===== config.mk =====
export PLATFORM = sky130hd
export DESIGN_NAME = pipeline_hazard_ctrl
export DESIGN_NICKNAME = d
export VERILOG_FILES = /design/src/rtl/hazard_pkg.sv /design/src/rtl/hazard_detect.sv /design/src/rtl/pipeline_hazard_ctrl.sv
export SDC_FILE = /design/constraint.sdc
export NUM_CORES = 1
export LEC_CHECK = 0
export ABC_CLOCK_PERIOD_IN_PS = 4400
export CORE_MARGIN = 2
export CORE_UTILIZATION = 47
export CTS_CLUSTER_SIZE = 8
export DETAILED_ROUTE_END_ITERATION = 12
export GPL_TIMING_DRIVEN = 1
export PLACE_DENSITY = 0.83
export REMOVE_ABC_BUFFERS = 1
export SLEW_MARGIN = 30
export SYNTH_ARGS = -nofsm -noshare
export SYNTH_HDL_FRONTEND = slang
export SYNTH_HIERARCHICAL = 1
export SYNTH_SLANG_ARGS = --single-unit
export TNS_END_PERCENT = 20

===== constraint.sdc =====
create_clock -name Clk -period 4.4 [get_ports Clk]
set_input_delay 0.66 -clock Clk [delete_from_list [all_inputs] [get_ports Clk]]
set_output_delay 0.66 -clock Clk [all_outputs]
set_load 0.01 [all_outputs]

===== src/rtl/hazard_pkg.sv =====
// Shared definitions for the pipeline stall/flush sequencer:
// FSM state encoding, the hard-wired zero register and the default
// data-memory timeout.
package hazard_pkg;

   typedef enum logic [1:0] {
      RUN        = 2'd0,
      LOAD_STALL = 2'd1,
      MEM_WAIT   = 2'd2,
      FLUSH      = 2'd3
   } hz_state_e;

   // $0 is never a real dependency: loads into it are discarded.
   localparam logic [4:0] REG_ZERO = 5'd0;

   // Consecutive dmem_busy cycles tolerated before mem_timeout is raised.
   localparam int MEM_TIMEOUT_DEFAULT = 64;

endpackage : hazard_pkg


===== src/rtl/hazard_detect.sv =====
// Load-use hazard compare between the load in EX and the operands read
// by the instruction in ID. Purely combinational so the same compare can
// be reused by the forwarding unit.
module hazard_detect
   import hazard_pkg::*;
(
   input  logic       ex_memRead,
   input  logic [4:0] ex_rt,
   input  logic [4:0] id_rs,
   input  logic [4:0] id_rt,
   input  logic       id_use_rs,
   input  logic       id_use_rt,
   output logic       hz
);

   logic rs_match;
   logic rt_match;

   // A hazard needs a real (non-$0) load target that ID actually reads.
   always_comb begin
      rs_match = id_use_rs && (id_rs == ex_rt);
      rt_match = id_use_rt && (id_rt == ex_rt);
      hz       = ex_memRead && (ex_rt != REG_ZERO) && (rs_match || rt_match);
   end

endmodule : hazard_detect


===== src/rtl/pipeline_hazard_ctrl.sv =====
// Central stall/flush sequencer for the 5-stage pipeline.
// One prioritised FSM (RUN, LOAD_STALL, MEM_WAIT, FLUSH) produces every
// hold/flush/bubble control; outputs are combinational from state and
// current inputs. Priority: dmem_busy > ex_redirect > load-use > id_jump.
// Optional statistics counters are built when HAZARD_STATS_EN is defined.
module pipeline_hazard_ctrl
   import hazard_pkg::*;
#(
   parameter int LOAD_STALL_CYCLES = 1,                    // legal 1..3
   parameter int MEM_TIMEOUT       = MEM_TIMEOUT_DEFAULT,
   parameter int CNT_W             = 32
)
(
   input  logic       Clk,
   input  logic       reset,
   input  logic [4:0] id_rs,
   input  logic [4:0] id_rt,
   input  logic       id_use_rs,
   input  logic       id_use_rt,
   input  logic       id_jump,
   input  logic       ex_memRead,
   input  logic [4:0] ex_rt,
   input  logic       ex_redirect,
   input  logic       dmem_busy,
   output logic       pc_stall,
   output logic       if_id_stall,
   output logic       if_id_flush,
   output logic       id_exe_stall,
   output logic       id_exe_empty,
   output logic       exe_mem_stall,
   output logic       mem_timeout
`ifdef HAZARD_STATS_EN
   ,
   output logic [CNT_W-1:0] stat_stall_cyc,
   output logic [CNT_W-1:0] stat_flush_cnt,
   output logic [CNT_W-1:0] stat_loaduse_cnt
`endif
);

   localparam int LS_W = 2;
   localparam int WC_W = $clog2(MEM_TIMEOUT + 1);

   hz_state_e        state_q, state_nxt;
   logic [LS_W-1:0]  ls_cnt_q, ls_cnt_nxt;
   logic [WC_W-1:0]  wait_cnt_q, wait_cnt_nxt, busy_cyc;
   logic             to_q, to_hit;
   logic             hz, go_run, go_ls, loaduse_evt;
   logic             pc_c, ifs_c, iff_c, ies_c, iee_c, ems_c;

   hazard_detect u_hazard_detect (
      .ex_memRead (ex_memRead),
      .ex_rt      (ex_rt),
      .id_rs      (id_rs),
      .id_rt      (id_rt),
      .id_use_rs  (id_use_rs),
      .id_use_rt  (id_use_rt),
      .hz         (hz)
   );

   // Ordinal of the current busy cycle in this run (1 = first), saturating.
   always_comb begin
      busy_cyc = WC_W'(1);
      if (state_q == MEM_WAIT) begin
         if (wait_cnt_q >= WC_W'(MEM_TIMEOUT)) busy_cyc = WC_W'(MEM_TIMEOUT);
         else                                  busy_cyc = wait_cnt_q + WC_W'(1);
      end
   end

   // Next state and un-gated controls. A pending ls_cnt after MEM_WAIT means
   // the interrupted load-use stall resumes instead of normal RUN rules.
   always_comb begin
      state_nxt    = state_q;
      ls_cnt_nxt   = ls_cnt_q;
      wait_cnt_nxt = wait_cnt_q;
      go_run       = 1'b0;
      go_ls        = 1'b0;
      loaduse_evt  = 1'b0;
      to_hit       = 1'b0;
      pc_c         = 1'b0;
      ifs_c        = 1'b0;
      iff_c        = 1'b0;
      ies_c        = 1'b0;
      iee_c        = 1'b0;
      ems_c        = 1'b0;

      if (dmem_busy) begin
         pc_c         = 1'b1;
         ifs_c        = 1'b1;
         ies_c        = 1'b1;
         ems_c        = 1'b1;
         state_nxt    = MEM_WAIT;
         wait_cnt_nxt = busy_cyc;
         to_hit       = (busy_cyc >= WC_W'(MEM_TIMEOUT));
      end else begin
         wait_cnt_nxt = '0;
         case (state_q)
            FLUSH: begin
               iee_c     = 1'b1;
               state_nxt = RUN;
            end
            LOAD_STALL: go_ls = 1'b1;
            MEM_WAIT: begin
               if (ls_cnt_q != '0) go_ls  = 1'b1;
               else                go_run = 1'b1;
            end
            default: go_run = 1'b1;
         endcase
      end

      if (go_ls) begin
         pc_c       = 1'b1;
         ifs_c      = 1'b1;
         iee_c      = 1'b1;
         ls_cnt_nxt = ls_cnt_q - LS_W'(1);
         state_nxt  = (ls_cnt_q == LS_W'(1)) ? RUN : LOAD_STALL;
      end

      if (go_run) begin
         state_nxt = RUN;
         if (ex_redirect) begin
            iff_c     = 1'b1;
            iee_c     = 1'b1;
            state_nxt = FLUSH;
         end else if (hz) begin
            pc_c        = 1'b1;
            ifs_c       = 1'b1;
            iee_c       = 1'b1;
            loaduse_evt = 1'b1;
            if (LOAD_STALL_CYCLES > 1) begin
               state_nxt  = LOAD_STALL;
               ls_cnt_nxt = LS_W'(LOAD_STALL_CYCLES - 1);
            end
         end else if (id_jump) begin
            iff_c = 1'b1;
         end
      end
   end

   // Reset overrides the outputs immediately, without waiting for a clock.
   always_comb begin
      if (!reset) begin
         pc_stall      = 1'b1;
         if_id_stall   = 1'b0;
         if_id_flush   = 1'b1;
         id_exe_stall  = 1'b0;
         id_exe_empty  = 1'b1;
         exe_mem_stall = 1'b0;
         mem_timeout   = 1'b0;
      end else begin
         pc_stall      = pc_c;
         if_id_stall   = ifs_c;
         if_id_flush   = iff_c;
         id_exe_stall  = ies_c;
         id_exe_empty  = iee_c;
         exe_mem_stall = ems_c;
         mem_timeout   = to_q | to_hit;
      end
   end

   // State, counters and the sticky timeout flag.
   always_ff @(posedge Clk or negedge reset) begin
      if (!reset) begin
         state_q    <= RUN;
         ls_cnt_q   <= '0;
         wait_cnt_q <= '0;
         to_q       <= 1'b0;
      end else begin
         state_q    <= state_nxt;
         ls_cnt_q   <= ls_cnt_nxt;
         wait_cnt_q <= wait_cnt_nxt;
         to_q       <= to_q | to_hit;
      end
   end

`ifdef HAZARD_STATS_EN
   // Event counters; they wrap naturally at 2^CNT_W.
   always_ff @(posedge Clk or negedge reset) begin
      if (!reset) begin
         stat_stall_cyc   <= '0;
         stat_flush_cnt   <= '0;
         stat_loaduse_cnt <= '0;
      end else begin
         if (pc_stall)    stat_stall_cyc   <= stat_stall_cyc + CNT_W'(1);
         if (if_id_flush) stat_flush_cnt   <= stat_flush_cnt + CNT_W'(1);
         if (loaduse_evt) stat_loaduse_cnt <= stat_loaduse_cnt + CNT_W'(1);
      end
   end
`else
   // CNT_W only sizes the statistics counters; tie it off in the base build.
   logic unused_cnt_w;
   assign unused_cnt_w = (CNT_W > 0);
`endif

endmodule : pipeline_hazard_ctrl


==> qor.csv <==
stage,metric,value,unit
status,status,finished clean,
clocking,clock root cell,clkbuf_4,
clocking,setup bufs post-CTS,0,
global_route,GR Layer Usage met1,22.9,%
timing,Max Clk Rate,0.287,GHz
yosys,Syn Area/Cell,8.85,sq um
pwr,Sw Share,33.9,%
final_layout,fin util,70.0,%
yosys,post-synth top area share,35.3,%
final_layout,layout cell share with drive strength beyond 1,4.72,%
floorplan,Starting Density,49.7,%
clocking,Hold Buf Count CTS,0,
drt,post-route ant nets,0,
floorplan,Die Y,46.5,um
critical_path,Crit. End Element,output pin,
global_route,GR Util met2,31.1,%
flow_run,Max Cap Viol,0,
clocking,Post-CTS Resized,0,
clocking,"Clk Latency, worst-skew pair",0.28,ns
critical_path,critical path required time,3.74,ns
global_route,largest net degree at the start of global routing,19,
drt,DR vias,747,
yosys,Seq cells post-synth,12,
floorplan,Ports,30,
clocking,clock sinks,12,
final_layout,ant diodes,0,
critical_path,CP most frequent cell,clkdlybuf4s50_1,
timing,min cycle time layout,3.48,ns
final_layout,Finished Layout Cells,152,
drt,Iter 0 DRT Violations,13,
floorplan,core area,1710,sq um
pwr,pwr dens,334,nW/um^2
placed_design,port bufs,29,
clocking,CTS buffer count,3,
timing,Final setup viols,0,
floorplan,row count,15,
global_route,met3 Usage GRT,7.84,%
critical_path,kind of critical path,in -> out,
global_route,grt ovf,0,
pwr,clock share of power,21.8,%
final_layout,fill count,137,
timing,setup_tns,0,ns
global_route,gr usage total,19.4,%
global_route,vias in the first global route,694,
yosys,leading area contributor after synthesis,dfrtp_1,
timing,Tcrit/Tclk final,79.2,%
drt,Post-route DRC,0,
drt,drt pass-1 iters,4,
yosys,Area contributors post-synth,"dfrtp_1 35%, xor2_1 11%, ha_1 10%",
clocking,H-Tree Depth,1,
yosys,Yosys Warn Count,6,
worst_hold_path,Hold Crit Class,reg -> reg,
critical_path,worst path bufs/invs,2,
global_route,global route hottest layer,met2,
drt,DRT Wirelength,1750,um
final_layout,"Area growth, synth to finish",40.8,%
yosys,post-synthesis cell count,96,
yosys,post-synthesis mux area share,0,%
clocking,TritonCTS clock tree,done,
floorplan,die width,46.5,um
critical_path,Crit path max-delay family,buffers and inverters,
pwr,sequential share of power,36.0,%
drt,WL/cell,11.5,um
timing,pin slew with the least headroom to its limit,0.719,ns
critical_path,CP peak stage delay,0.55,ns
timing,RSZ-0062 raised after global routing,no,
critical_path,CP Cell Sequence,clkdlybuf4s50_1 > or4_1 > o21ai_1 > a21oi_1 > a311oi_1 > nand2_1 > clkdlybuf4s50_1,
pwr,Comb power frac,42.3,%
placed_design,global placer's final weighted congestion,0.819,
drt,vias per cell,4.91,
clocking,Max Root-Sink Buffers,2,
pwr,net switching power,0.000135,W
yosys,simple-gate share of the synthesized area,20.9,%
pwr,P_leak,0.537,nW
critical_path,Crit Path Max Fanout,3,
yosys,Synth Area in XOR/XNOR,15.5,%
clocking,clock slew at reported path FFs,0.08,ns
pwr,Pint,0.000264,W
floorplan,die area,2160,sq um
global_route,initial antenna violation count,0,
timing,Worst slew margin,51.9,%
global_route,first-pass GRT wire length,2860,um
placed_design,placed wire-length estimate,1440,um
critical_path,crit path DAT,2.82,ns
yosys,synthesized area,850,sq um
final_layout,Nets,158,
critical_path,Crit-path slowest cell,or4_1,
timing,Max Slew Vio Count,0,
yosys,Synth Area in Compound Gates,12.2,%
timing,Final Hold Fails,0,
critical_path,critical path launch point type,primary input,
pwr,Peak VDD IR,214,uV
yosys,largest family of logic cells by synthesized area,simple AND/OR/NAND/NOR gates,
yosys,Synth Area in Adders,10.3,%
placed_design,placed cells,148,
yosys,"Seq/Total Area, Yosys",35.3,%
yosys,Unique masters post-synth,30,
timing,Clock Skews,0.00803,ns
==> logic make-up after synthesis <==
kind of cell / Yosys count
and+or+nand+nor: 34
AOI/OAI and AO/OA: 16
xor gates and xnor gates: 15
buffers and inverters: 12
DFF: 12
adders and majority gates: 7
==> cell type report <==
cell class	instances	area, sq um	share of cell area (%)
Inverter	10	37.5	3.14
Multi-Input combinational cell	72	500	41.8
Timing Repair Buffer	29	290	24.3
Sequential cell	12	300	25.1
Tap cell	25	31.3	2.62
Clock buffer	4	36.3	3.03
==> metal layers <==
layer  vias up  part of all wire [%]
met5         -                     0
met4         0                   1.3
met3         5                   4.9
met2        22                    49
met1       335                    45
li1        385                     -
==> metrics by stage <==
stage / setup WS, ns / cell area, sq um / hold slack [ns] / power, W
finish: 0.917 / 1200 / 0.480 / 0.000399
global route: 0.806 / 1200 / 0.497 / 0.000435
CTS: 0.905 / 1200 / 0.480 / 0.000402
detailed placement: 0.902 / 1160 / 0.463 / 0.000314
global placement: 0.980 / 1160 / 0.452 / 0.000309
floorplan: 1.95 / 838 / 0.364 / 0.000249
==> state kept, by name, summed over array words and instances (netlist names) <==
| signal | flops |
|---|---|
| wait_cnt_q | 7 |
| ls_cnt_q | 2 |
| state_q | 2 |
| to_q | 1 |
==> power groups by stage <==
stage | combinational (W) | sequential [W] | clock [W]
3_5_place_dp | 0.000168 | 0.000146 | 0
3_3_place_gp | 0.000164 | 0.000145 | 0
2_1_floorplan | 0.000106 | 0.000143 | 0
6_report | 0.000169 | 0.000144 | 0.0000868
4_1_cts | 0.000169 | 0.000144 | 0.0000888
5_1_grt | 0.000193 | 0.000146 | 0.0000955
==> synth_stat cells <==
master,count
a211o_1,1
a21oi_1,3
a311oi_1,1
a31oi_1,1
and2_1,1
and3_1,1
buf_4,1
clkbuf_1,1
dfrtp_1,12
ha_1,7
inv_1,10
nand2_1,7
nand2b_1,1
nand3_1,6
nand3b_1,1
nor2_1,8
nor2b_1,2
nor3b_1,1
nor4_1,1
nor4_2,1
o211a_1,1
o211ai_1,2
o21a_1,2
o21ai_0,4
o21ai_1,1
or2_2,1
or3_1,2
or4_1,1
xnor2_1,4
xor2_1,11
==> path summary, 6_finish.rpt <==
path	endpoint	depth (start not counted)	start	slack, ns
max in group asynchronous	state_q[0]	1	reset	3.13
hold / removal	to_q	1	to_q	0.48
hold reg to reg	to_q	1	to_q	0.48
setup / recovery	pc_stall	7	ex_rt[0]	0.92
setup reg to reg	state_q[0]	6	state_q[0]	2.63
min in group asynchronous	wait_cnt_q[1]	1	reset	0.81
==> layout by cell type (no fill, tap or decap), types with 4 or more instances in the layout <==
master and n:
clkdlybuf4s50_1 29, dfrtp_1 12, xor2_1 11, inv_1 10
nor2_1 8, nand2_1 7, ha_1 7, nand3_1 6
xnor2_1 4, o21ai_0 4
No activity file was read; power rests on OpenSTA's default activity.
